===== config.mk =====
export PLATFORM = sky130hd
export DESIGN_NAME = fifo_packet_vc_flat
export DESIGN_NICKNAME = d
export VERILOG_FILES = /design/src/rtl/fifo_packet_vc_if.sv /design/src/rtl/fifo_packet_vc.sv /design/src/flat_wrapper.sv
export SDC_FILE = /design/constraint.sdc
export NUM_CORES = 1
export LEC_CHECK = 0
export BUFFER_PORTS_ARGS = -buffer_cell sky130_fd_sc_hd__buf_4
export CAP_MARGIN = 20
export CELL_PAD_IN_SITES_DETAIL_PLACEMENT = 0
export CELL_PAD_IN_SITES_GLOBAL_PLACEMENT = 2
export CORE_ASPECT_RATIO = 1.2
export CORE_MARGIN = 2
export CORE_UTILIZATION = 40
export DETAILED_ROUTE_END_ITERATION = 10
export GPL_TIMING_DRIVEN = 0
export PLACE_DENSITY = 0.84
export RECOVER_POWER = 100
export SLEW_MARGIN = 15
export SYNTH_ARGS = -nofsm -noshare
export SYNTH_HDL_FRONTEND = slang
export SYNTH_SLANG_ARGS = --single-unit

===== constraint.sdc =====
create_clock -name clk -period 5.8 [get_ports clk]
set_input_delay 1.16 -clock clk [delete_from_list [all_inputs] [get_ports clk]]
set_output_delay 1.16 -clock clk [all_outputs]
set_load 0.02 [all_outputs]

===== src/rtl/fifo_packet_vc_if.sv =====
// -----------------------------------------------------------------------------
// fifo_packet_vc_pkg / fifo_packet_vc_if
//
// Purpose : shared packet type and the bus bundle between a router input
//           port buffer (fifo_packet_vc) and its upstream node / switch
//           controller.
//
// Package : INPUT_QUEUE_DEPTH - default entries per VC queue
//           packet_t          - packet stored in the buffer (id + payload)
//
// Interface signals (names as seen by the buffer):
//   i_data      packet_t                 incoming packet
//   i_data_val  1                        i_data valid this cycle
//   i_vc        VC_W                     target VC of i_data
//   i_en        NUM_VC                   per-VC pop request
//   o_data      NUM_VC x packet_t        head packet of each VC
//   o_data_val  NUM_VC                   head of VC v valid
//   o_free      NUM_VC x CNT_W           free slots per VC
//   o_overflow  1                        sticky overflow flag
//
// Modports: master = upstream/switch side, slave = buffer side.
// -----------------------------------------------------------------------------
package fifo_packet_vc_pkg;
    localparam int INPUT_QUEUE_DEPTH = 5;

    typedef struct packed {
        logic [7:0]  id;
        logic [15:0] payload;
    } packet_t;
endpackage

interface fifo_packet_vc_if #(
    parameter int DEPTH  = fifo_packet_vc_pkg::INPUT_QUEUE_DEPTH,
    parameter int NUM_VC = 2,
    parameter int VC_W   = (NUM_VC > 1) ? $clog2(NUM_VC) : 1,
    parameter int CNT_W  = $clog2(DEPTH + 1)
);
    fifo_packet_vc_pkg::packet_t                          i_data;
    logic                                                 i_data_val;
    logic [VC_W-1:0]                                      i_vc;
    logic [NUM_VC-1:0]                                    i_en;
    fifo_packet_vc_pkg::packet_t [NUM_VC-1:0]             o_data;
    logic [NUM_VC-1:0]                                    o_data_val;
    logic [NUM_VC-1:0][CNT_W-1:0]                         o_free;
    logic                                                 o_overflow;

    modport master (
        output i_data, i_data_val, i_vc, i_en,
        input  o_data, o_data_val, o_free, o_overflow
    );

    modport slave (
        input  i_data, i_data_val, i_vc, i_en,
        output o_data, o_data_val, o_free, o_overflow
    );
endinterface


===== src/rtl/fifo_packet_vc.sv =====
// -----------------------------------------------------------------------------
// fifo_packet_vc
//
// Purpose : multi-virtual-channel input buffer for a router input port.
//           NUM_VC independent circular queues of DEPTH packets each (DEPTH
//           need not be a power of two), show-ahead head view per VC,
//           per-VC free-slot count for credit flow control and a sticky
//           overflow flag.
//
// Ports   : clk      in  rising-edge clock
//           reset_n  in  asynchronous active-low reset
//           ce       in  clock enable; all state holds when low
//           bus      fifo_packet_vc_if.slave (see interface file)
//
// Option  : `define FIFO_VC_BYPASS_EN adds a same-cycle path from i_data to
//           o_data of an empty VC; a packet popped in that cycle is never
//           stored. Without it, minimum latency is one cycle.
// -----------------------------------------------------------------------------
module fifo_packet_vc #(
    parameter int DEPTH  = fifo_packet_vc_pkg::INPUT_QUEUE_DEPTH,
    parameter int NUM_VC = 2
) (
    input  logic               clk,
    input  logic               reset_n,
    input  logic               ce,
    fifo_packet_vc_if.slave    bus
);
    import fifo_packet_vc_pkg::*;

    localparam int VC_W  = (NUM_VC > 1) ? $clog2(NUM_VC) : 1;
    localparam int CNT_W = $clog2(DEPTH + 1);
    localparam int PTR_W = $clog2(DEPTH);

    packet_t            r_mem    [NUM_VC][DEPTH];
    logic [PTR_W-1:0]   r_wr_ptr [NUM_VC];
    logic [PTR_W-1:0]   r_rd_ptr [NUM_VC];
    logic [CNT_W-1:0]   r_occ    [NUM_VC];
    logic               r_overflow;

    logic               w_vc_ok;
    logic [NUM_VC-1:0]  w_hit;       // valid write addressed to VC v
    logic [NUM_VC-1:0]  w_pop;       // effective pop (queue non-empty)
    logic [NUM_VC-1:0]  w_accept;    // write has room (or pop frees a slot)
    logic [NUM_VC-1:0]  w_push;      // write lands in memory
    logic [NUM_VC-1:0]  w_byp;       // bypass view active on VC v
    logic               w_ovf_evt;

    // Explicit wrap compare so any DEPTH >= 2 works, not just powers of two.
    function automatic logic [PTR_W-1:0] ptr_inc(input logic [PTR_W-1:0] p);
        return (p == PTR_W'(DEPTH - 1)) ? '0 : p + PTR_W'(1);
    endfunction

    // NOTE: every signal written here gets a default first, so no path
    // leaves it unassigned and no latch is inferred.
    always_comb begin
        w_vc_ok  = 32'(bus.i_vc) < NUM_VC;
        w_hit    = '0;
        w_pop    = '0;
        w_accept = '0;
        w_push   = '0;
        w_byp    = '0;
        for (int v = 0; v < NUM_VC; v++) begin
            w_hit[v]    = bus.i_data_val && w_vc_ok && (32'(bus.i_vc) == v);
            w_pop[v]    = bus.i_en[v] && (r_occ[v] != '0);
            // A full VC still accepts when the same-cycle pop frees a slot.
            w_accept[v] = w_hit[v] && ((r_occ[v] != CNT_W'(DEPTH)) || w_pop[v]);
`ifdef FIFO_VC_BYPASS_EN
            // Gated by ce so outputs stay frozen while the block is stalled.
            w_byp[v]    = ce && w_hit[v] && (r_occ[v] == '0);
            // Bypassed and popped in the same cycle: consumed, never stored.
            w_push[v]   = w_accept[v] && !(w_byp[v] && bus.i_en[v]);
`else
            w_push[v]   = w_accept[v];
`endif
        end
        // Valid write that found no home: bad VC index or full without pop.
        w_ovf_evt = bus.i_data_val && (!w_vc_ok || ((w_hit & ~w_accept) != '0));
    end

    // Head view: registered state only, except for the optional bypass.
    always_comb begin
        bus.o_data     = '0;
        bus.o_data_val = '0;
        bus.o_free     = '0;
        for (int v = 0; v < NUM_VC; v++) begin
            // Empty queues show zero rather than stale memory.
            if (r_occ[v] != '0) begin
                bus.o_data[v]     = r_mem[v][r_rd_ptr[v]];
                bus.o_data_val[v] = 1'b1;
            end
            if (w_byp[v]) begin
                bus.o_data[v]     = bus.i_data;
                bus.o_data_val[v] = 1'b1;
            end
            bus.o_free[v] = CNT_W'(DEPTH) - r_occ[v];
        end
    end

    assign bus.o_overflow = r_overflow;

    // NOTE: sequential state uses non-blocking assignments so every register
    // samples pre-edge values regardless of statement order.
    always_ff @(posedge clk or negedge reset_n) begin
        if (!reset_n) begin
            for (int v = 0; v < NUM_VC; v++) begin
                r_wr_ptr[v] <= '0;
                r_rd_ptr[v] <= '0;
                r_occ[v]    <= '0;
            end
            r_overflow <= 1'b0;
        end else if (ce) begin
            for (int v = 0; v < NUM_VC; v++) begin
                if (w_push[v]) r_wr_ptr[v] <= ptr_inc(r_wr_ptr[v]);
                if (w_pop[v])  r_rd_ptr[v] <= ptr_inc(r_rd_ptr[v]);
                if (w_push[v] && !w_pop[v])
                    r_occ[v] <= r_occ[v] + CNT_W'(1);
                else if (!w_push[v] && w_pop[v])
                    r_occ[v] <= r_occ[v] - CNT_W'(1);
            end
            if (w_ovf_evt) r_overflow <= 1'b1;
        end
    end

    // NOTE: the packet store has no reset; occupancy alone decides what is
    // valid, so clearing it would only cost reset fan-out.
    always_ff @(posedge clk) begin
        if (ce) begin
            for (int v = 0; v < NUM_VC; v++) begin
                if (w_push[v]) r_mem[v][r_wr_ptr[v]] <= bus.i_data;
            end
        end
    end

endmodule


===== src/flat_wrapper.sv =====
// flat-port wrapper written by rule: the top's interface ports become plain ports
module fifo_packet_vc_flat import fifo_packet_vc_pkg::*;
#(
    parameter int DEPTH  = fifo_packet_vc_pkg::INPUT_QUEUE_DEPTH,
    parameter int NUM_VC = 2
)
  (clk, reset_n, ce, bus_i_data, bus_i_data_val, bus_i_vc, bus_i_en, bus_o_data, bus_o_data_val, bus_o_free, bus_o_overflow);
  fifo_packet_vc_if #(.DEPTH(DEPTH), .NUM_VC(NUM_VC)) bus_i ();
  input  logic clk;
  input  logic reset_n;
  input  logic ce;
  input wire logic [$bits(bus_i.i_data)-1:0] bus_i_data;
  input wire logic [$bits(bus_i.i_data_val)-1:0] bus_i_data_val;
  input wire logic [$bits(bus_i.i_vc)-1:0] bus_i_vc;
  input wire logic [$bits(bus_i.i_en)-1:0] bus_i_en;
  output wire logic [$bits(bus_i.o_data)-1:0] bus_o_data;
  output wire logic [$bits(bus_i.o_data_val)-1:0] bus_o_data_val;
  output wire logic [$bits(bus_i.o_free)-1:0] bus_o_free;
  output wire logic [$bits(bus_i.o_overflow)-1:0] bus_o_overflow;
  assign bus_i.i_data = bus_i_data;
  assign bus_i.i_data_val = bus_i_data_val;
  assign bus_i.i_vc = bus_i_vc;
  assign bus_i.i_en = bus_i_en;
  assign bus_o_data = bus_i.o_data;
  assign bus_o_data_val = bus_i.o_data_val;
  assign bus_o_free = bus_i.o_free;
  assign bus_o_overflow = bus_i.o_overflow;
  fifo_packet_vc #(.DEPTH(DEPTH), .NUM_VC(NUM_VC)) u_core (.clk(clk), .reset_n(reset_n), .ce(ce), .bus(bus_i));
endmodule

==> metrics.sh, run 1 <==
GRT_START_MAX_NET_PINS=20
SEQ_AREA_FRAC_SYNTH_PCT=73.27
HOLDCRITPATHCLASS='reg -> reg'
DIE_HEIGHT_UM=181.4
N_ANTENNA_CELL=0
PATH_CLASS='reg -> out'
CELLPOWERDENSITY_nW_PER_UM2=497.3
CTS_HTREE_LEVELS=1
FINAL.PERIOD_UTILIZATION_PCT=74.76
STATUS='finished, final reports clean'
FILL_CELLS=2290
SYN_AREA_PER_CELL_UM2=16.33
ROW_COUNT=64
YS_DOMINANT_REG_CELL='edfxtp_1'
TRITONCTS_NUM_SINKS=259
ANTENNA_FOUND_INITIAL=0
IO_BUFFER_COUNT=85
CTS_MAX_PATH_BUFFERS=3
SYNTH_EDF_COUNT=240
MAX-VDD-IR-DROP_mV=0.2561
FIN_HOLD_VIOLS=0
ROUTE.ANTENNA.REMAINING_NETS=0
NETLIST_INSTANCES=642
POSTLAYOUTSETUPSLACKWORST_NS=1.464
DRT_DRC_VIOLATIONS_LEFT=0
ENDPOINTS_FAILING_SETUP=0
WORSTSETUPENDPOINTTYPE='primary output'
FINAL.SETUP_SKEW_NS=0.008807
SYNTH_WARNINGS=0
CTSHOLDBUFFERS=0
NETLIST-CELL-TYPE-COUNT=41
SYNTH-ASYNC-RESET-RATIO_PCT=7.336
MULTIINPUTGATEAREA_UM2=2551
CTS_INSERTED_BUFFERS=26
MAX_SLEW_MARGIN_PCT=6.200
MAXCAP_VIOLATIONS=0
DR_TOTAL_VIAS=5979
DETAILED_PLACE_HPWL_MM=16.96
GRT_FIRST_PASS_WIRELENGTH_MM=36.63
YS_SEQ_ELEMENTS=259
NUM_IO_PINS=88
CRITICAL_PATH_PEAK_FANOUT=10
PATH_CELLS='clkbuf_1 -> nor3b_1 -> clkbuf_1 -> nand2_1 -> a21oi_1 -> clkbuf_1'
GLOBALROUTE.TOTALOVERFLOW=0
POSTCTSSETUPREPAIRBUFS=0
WORSTMARGINPINSLEW_NS=1.394
CRITPATHLAUNCHTYPE='flip-flop'
DRT-INITIAL-DRC-COUNT=474
SYNTHESIS.NETS=687
FF_LATCH_AREA_UM2=7682
DESIGN.CORE.AREA_UM2=25620
CRITICAL-PATH-MAX-STAGE-DELAY_NS=0.88
DIE_X_UM=151.8
FINAL_MAX_SLEW_VIOL_COUNT=0
SYN2LAYOUT_AREA_GROWTH_PCT=16.05
CLK_PIN_SLEW_WORST_SETUP_HOLD_PATHS_NS=0.06
ROUTE.DETAILED.WL_PER_INST_UM=21.23
LAST_WEIGHTED_CONGESTION_VALUE_OF_THE_ROUTABILITY_DRIVEN_PLACER=0.7717
DETAILEDROUTE.FIRSTPASSITERATIONCOUNT=5
FINAL_LAYOUT_SIZE_SUFFIX_GT1_SHARE_PCT=19.01
RSZ0062_AT_GRT='false'
FINAL_CORE_UTIL_PCT=47.49
VIA_PER_INST=5.245
WORST_SETUP_SLACK_FOR_REGISTER_TO_REGISTER_PATHS_NS=1.84
CLOCKROOTBUFFER='clkbuf_16'
GROUTE.USAGE.OVERALL_PCT=17.73
INITIAL_CORE_UTIL_PCT=40.92
CLK-INSERTION-DELAY-LATE_NS=0.52
POST_CTS_RESIZE_COUNT=0
CP.REQUIRED_NS=4.64
TIMING.CRITICAL_PATH.ARRIVAL_NS=3.18
NETLIST_AREA_UM2=10490
CRIT_SLOWEST_CELL='nor3b_1'
TRITONCTS='built'
DIEAREA_UM2=27530
CRITPATHMOSTFREQUENTCELL='clkbuf_1'
NNETSFINAL=841
FMAX_MHz=230.6
STATIC-LEAKAGE-POWER_nW=3.968
FIRST_GLOBAL_VIAS=6294
FINALWIRELENGTH_MM=24.20
FINALCRITICALPERIOD_NS=4.336
POST_PLACE_WORST_SLACK_NS=2.153
-- state kept, by name (all words and copies together), names as in the netlist --
| register | count |
|---|---|
| u_core.r_occ | 6 |
| u_core.bus.o_overflow | 1 |
| u_core.r_mem | 240 |
| u_core.r_wr_ptr | 6 |
| u_core.r_rd_ptr | 6 |
-- kinds of logic after synthesis --
logic type / share of synthesized area, %
fa+ha+maj: 1.814
flops: 73.27
xor+xnor: 0.5012
simple gates: 4.415
mux: 10.91
compound gates: 6.862
buf+inv: 2.231
-- cell type report --
cell class	instances	area share (%)
Buffer	35	1.296
Clock buffer	31	5.676
Clock inverter	11	0.8740
Inverter	17	0.5244
Multi-Input combinational cell	331	20.97
Sequential cell	259	63.14
Tap cell	330	3.393
Timing Repair Buffer	126	4.134
-- cells in the final DEF, fill, tap and decap left out, drive strengths merged, types with 3 or more instances in the layout --
master / count
a21oi: 48
a22oi: 46
buf: 21
clkbuf: 171
clkinv: 8
dfrtp: 19
edfxtp: 240
ha: 12
inv: 17
mux2: 100
nand2: 59
nand4: 3
nor2: 6
nor2b: 4
nor3b: 5
nor4: 9
o21ai: 10
xnor2: 6
-- worst paths after layout --
kind,startpoint,endpoint,cells after the start
min in group asynchronous,reset_n,u_core.r_occ[5],1
worst min register to register,u_core.bus.o_overflow,u_core.bus.o_overflow,1
max in group asynchronous,reset_n,u_core.r_rd_ptr[0],1
worst min-delay path,u_core.bus.o_overflow,u_core.bus.o_overflow,1
worst max-delay path,u_core.r_rd_ptr[1],bus_o_data[39],6
worst max register to register,u_core.r_occ[4],u_core.r_mem[0][104],9
-- metal layers --
metal	track usage, %	vias up	wire (um)
met2	30.61	173	12380
li1	-	2784	-
met1	23.74	2992	10310
met4	4.000	0	346
met3	2.475	30	1161
met5	0	-	0
-- through the flow --
stage / total power, mW / TNS, ns / instance area (um^2) / cells / hold WS [ns]
final: 6.051 / 0 / 12170 / 1140 / 0.4781
after global routing: 6.383 / 0 / 12170 / 1140 / 0.5450
after CTS: 6.402 / 0 / 12650 / 1140 / 0.4880
after detailed placement: 4.820 / 0 / 11850 / 1098 / 0.4668
after global placement: 4.723 / -248.71 / 11540 / 1057 / 0.4673
after floorplan: 3.793 / 0 / 10490 / 642 / 0.4867
-- worst max-delay path: cells and delay by family, from the launching register on --
family                 cells  cell delay, ns
buffers and inverters      3            1.03
AOI/OAI and AO/OA          1            0.26
DFF                        1            0.38
and+or+nand+nor            2            0.99
-- cell usage after synthesis, types with 2 or more instances --
cell	instances	area share (%)
a222oi_1	2	0.19
edfxtp_1	240	69
buf_4	3	0.21
nor2b_1	4	0.24
ha_1	12	1.4
nor4_1	9	0.54
a21oi_1	48	2.3
xnor2_1	6	0.50
and3b_1	2	0.17
nand2_1	59	2.1
a22oi_1	46	3.3
dfrtp_1	19	4.5
o21ai_0	10	0.48
nor2_1	6	0.21
nand4_1	3	0.18
mux2_4	2	0.29
a21o_1	2	0.14
fa_1	2	0.38
nor3b_1	3	0.21
mux2_2	97	10
nor3_1	2	0.095
inv_1	16	0.57
buf_2	16	0.76
clkbuf_1	15	0.54
nor3b_2	2	0.24
-- report_power, final --
part | leakage [nW] | internal (mW) | switching, mW
sequential | 2.39 | 2.18 | 0.111
combinational | 1.19 | 0.741 | 1.44
clock | 0.388 | 0.929 | 0.650
total | 3.97 | 3.85 | 2.20
(Power assumes the default switching activity.)
==> inputs of run 2 (changes only) <==
clock period = 4.35 ns   (was 5.8 ns; I/O delays follow)
==> run 2 against run 1 <==
Against the previous run: worst setup slack worse by 0.95 ns; via count is 0.22% lower; core utilization is 0.078 points higher; die area stayed put; first-iteration DRC count is 7.8% higher; power is 33% higher; flip-flop and latch count stayed put; combinational power is 33% higher.
==> metrics.sh, run 2 (synthesized netlist as in run 1, its figures left out) <==
TRITONCTS_NUM_SINKS=259
FIRST_GLOBAL_VIAS=6294
PATH_CLASS='reg -> reg'
DRT_DRC_VIOLATIONS_LEFT=0
CRIT_SLOWEST_CELL='nor4_1'
SYN2LAYOUT_AREA_GROWTH_PCT=16.24
CRITICAL-PATH-MAX-STAGE-DELAY_NS=0.99
CP.REQUIRED_NS=4.56
GROUTE.USAGE.OVERALL_PCT=17.73
CRITPATHLAUNCHTYPE='flip-flop'
CTSHOLDBUFFERS=0
STATUS='finished, final reports clean'
POSTCTSSETUPREPAIRBUFS=0
NNETSFINAL=841
FINALCRITICALPERIOD_NS=3.837
CRITPATHBUFINV=5
PLACEDINSTANCEAREA_UM2=11850
ENDPOINTS_FAILING_SETUP=0
ROUTE.DETAILED.WL_PER_INST_UM=21.15
ANTENNA_FOUND_INITIAL=0
DETAILEDROUTE.FIRSTPASSITERATIONCOUNT=5
GLOBALROUTE.TOTALOVERFLOW=0
CTS_HTREE_LEVELS=1
PATH_CELLS='inv_1 -> ha_1 -> and3b_1 -> or3_1 -> clkbuf_1 -> nor4_1 -> clkbuf_1 -> clkbuf_1 -> buf_2'
TIMING.CRITICAL_PATH.ARRIVAL_NS=4.05
VIA_PER_INST=5.233
FINAL_LAYOUT_SIZE_SUFFIX_GT1_SHARE_PCT=19.75
DIE_HEIGHT_UM=181.4
IO_BUFFER_COUNT=85
LARGEST_REGISTER_FF_COUNT=240
CLOCKROOTBUFFER='clkbuf_16'
MAXCAP_VIOLATIONS=0
FMAX_MHz=260.6
NUM_IO_PINS=88
GRT_FIRST_PASS_WIRELENGTH_MM=36.63
FINAL_MAX_SLEW_VIOL_COUNT=0
ROW_COUNT=64
FILL_CELLS=2283
CTS_INSERTED_BUFFERS=26
FINAL.SETUP_SKEW_NS=0.007879
LAST_WEIGHTED_CONGESTION_VALUE_OF_THE_ROUTABILITY_DRIVEN_PLACER=0.7717
POSTLAYOUTSETUPSLACKWORST_NS=0.5128
TOTALPOWERFINAL_mW=8.070
DRT-INITIAL-DRC-COUNT=511
FINAL.PERIOD_UTILIZATION_PCT=88.21
LAYOUT.CELLS.MOST_COMMON='edfxtp_1'
CLK-INSERTION-DELAY-LATE_NS=0.52
STATIC-LEAKAGE-POWER_nW=3.989
TRITONCTS='built'
DR_TOTAL_VIAS=5966
DESIGN.CORE.AREA_UM2=25620
POST_PLACE_WORST_SLACK_NS=0.9933
ROUTE.ANTENNA.REMAINING_NETS=0
MAX_SLEW_MARGIN_PCT=2.687
WORSTSETUPENDPOINTTYPE='flip-flop'
N_ANTENNA_CELL=0
DIE_X_UM=151.8
HOLDCRITPATHCLASS='reg -> reg'
CRITICAL_PATH_PEAK_FANOUT=8
FINISH.INSTANCE_AREA_UM2=12190
FIN_HOLD_VIOLS=0
RSZ0062_AT_GRT='false'
CRITPATHMOSTFREQUENTCELL='clkbuf_1'
CELLPOWERDENSITY_nW_PER_UM2=662.1
FINALWIRELENGTH_MM=24.11
MAX-VDD-IR-DROP_mV=0.3429
INITIAL_CORE_UTIL_PCT=40.92
WORSTMARGINPINSLEW_NS=1.446
GRT_START_MAX_NET_PINS=20
DETAILED_PLACE_HPWL_MM=16.96
CLK_PIN_SLEW_WORST_SETUP_HOLD_PATHS_NS=0.06
DIEAREA_UM2=27530
POST_CTS_RESIZE_COUNT=0
WORST_PATH_DOMINANT_CELL_FAMILY='simple AND/OR/NAND/NOR gates'
CTS_MAX_PATH_BUFFERS=3
MOST-COMMON-LAYOUT-CELLS='edfxtp_1 (240), clkbuf_1 (138), mux2_2 (97)'
-- run 2: cell types whose count changed in the layout (fill, tap and decap cells not counted), sizes merged --
cell / previous run / this run
clkbuf: 171 / 167
buf: 21 / 25
-- run 2: final timing paths --
| path | startpoint | end | slack [ns] | cells past startpoint |
|---|---|---|---|---|
| max in group asynchronous | reset_n | u_core.r_rd_ptr[0] | 3.10 | 1 |
| hold reg to reg | u_core.bus.o_overflow | u_core.bus.o_overflow | 0.48 | 1 |
| hold / removal | u_core.bus.o_overflow | u_core.bus.o_overflow | 0.48 | 1 |
| setup / recovery | u_core.r_occ[4] | u_core.r_mem[0][104] | 0.51 | 9 |
| setup reg to reg | u_core.r_occ[4] | u_core.r_mem[0][104] | 0.51 | 9 |
| min in group asynchronous | reset_n | u_core.r_occ[5] | 0.56 | 1 |
-- run 2: through the flow --
| step | TNS [ns] | cells | hold WS [ns] | util, % |
|---|---|---|---|---|
| 5_1_grt | 0 | 1140 | 0.5450 | 47.56 |
| 2_1_floorplan | 0 | 642 | 0.4867 | - |
| 3_3_place_gp | -527.11 | 1057 | 0.4673 | 45.02 |
| 4_1_cts | 0 | 1140 | 0.2240 | 49.37 |
| 3_5_place_dp | 0 | 1098 | 0.4668 | 46.26 |
| 6_report | 0 | 1140 | 0.4777 | 47.56 |
-- run 2: routing by layer --
metal	global-route usage [%]	vias to the layer above	share of wire, %
li1	-	2781	-
met1	23.74	2991	42
met2	30.61	164	51
met3	2.475	30	4.7
met4	4.000	0	1.4
met5	0	-	0
-- run 2: layout make-up --
type | instances | area [um^2] | share of cell area (%)
flip-flops and latches | 259 | 7682 | 63.03
multi-input cells | 331 | 2561 | 21.01
clock buffers | 31 | 690.7 | 5.667
repair buffers | 126 | 513.0 | 4.209
well taps | 330 | 412.9 | 3.388
plain buffers | 35 | 157.7 | 1.294
clock inverters | 11 | 106.4 | 0.8726
inverters | 17 | 63.81 | 0.5236
-- run 2: where the power goes --
part	switching (mW)	leakage, nW	total [mW]	internal, mW
logic	1.91	1.21	2.90	0.991
clock network	0.867	0.388	2.11	1.24
registers	0.151	2.39	3.06	2.91
total	2.93	3.99	8.07	5.14
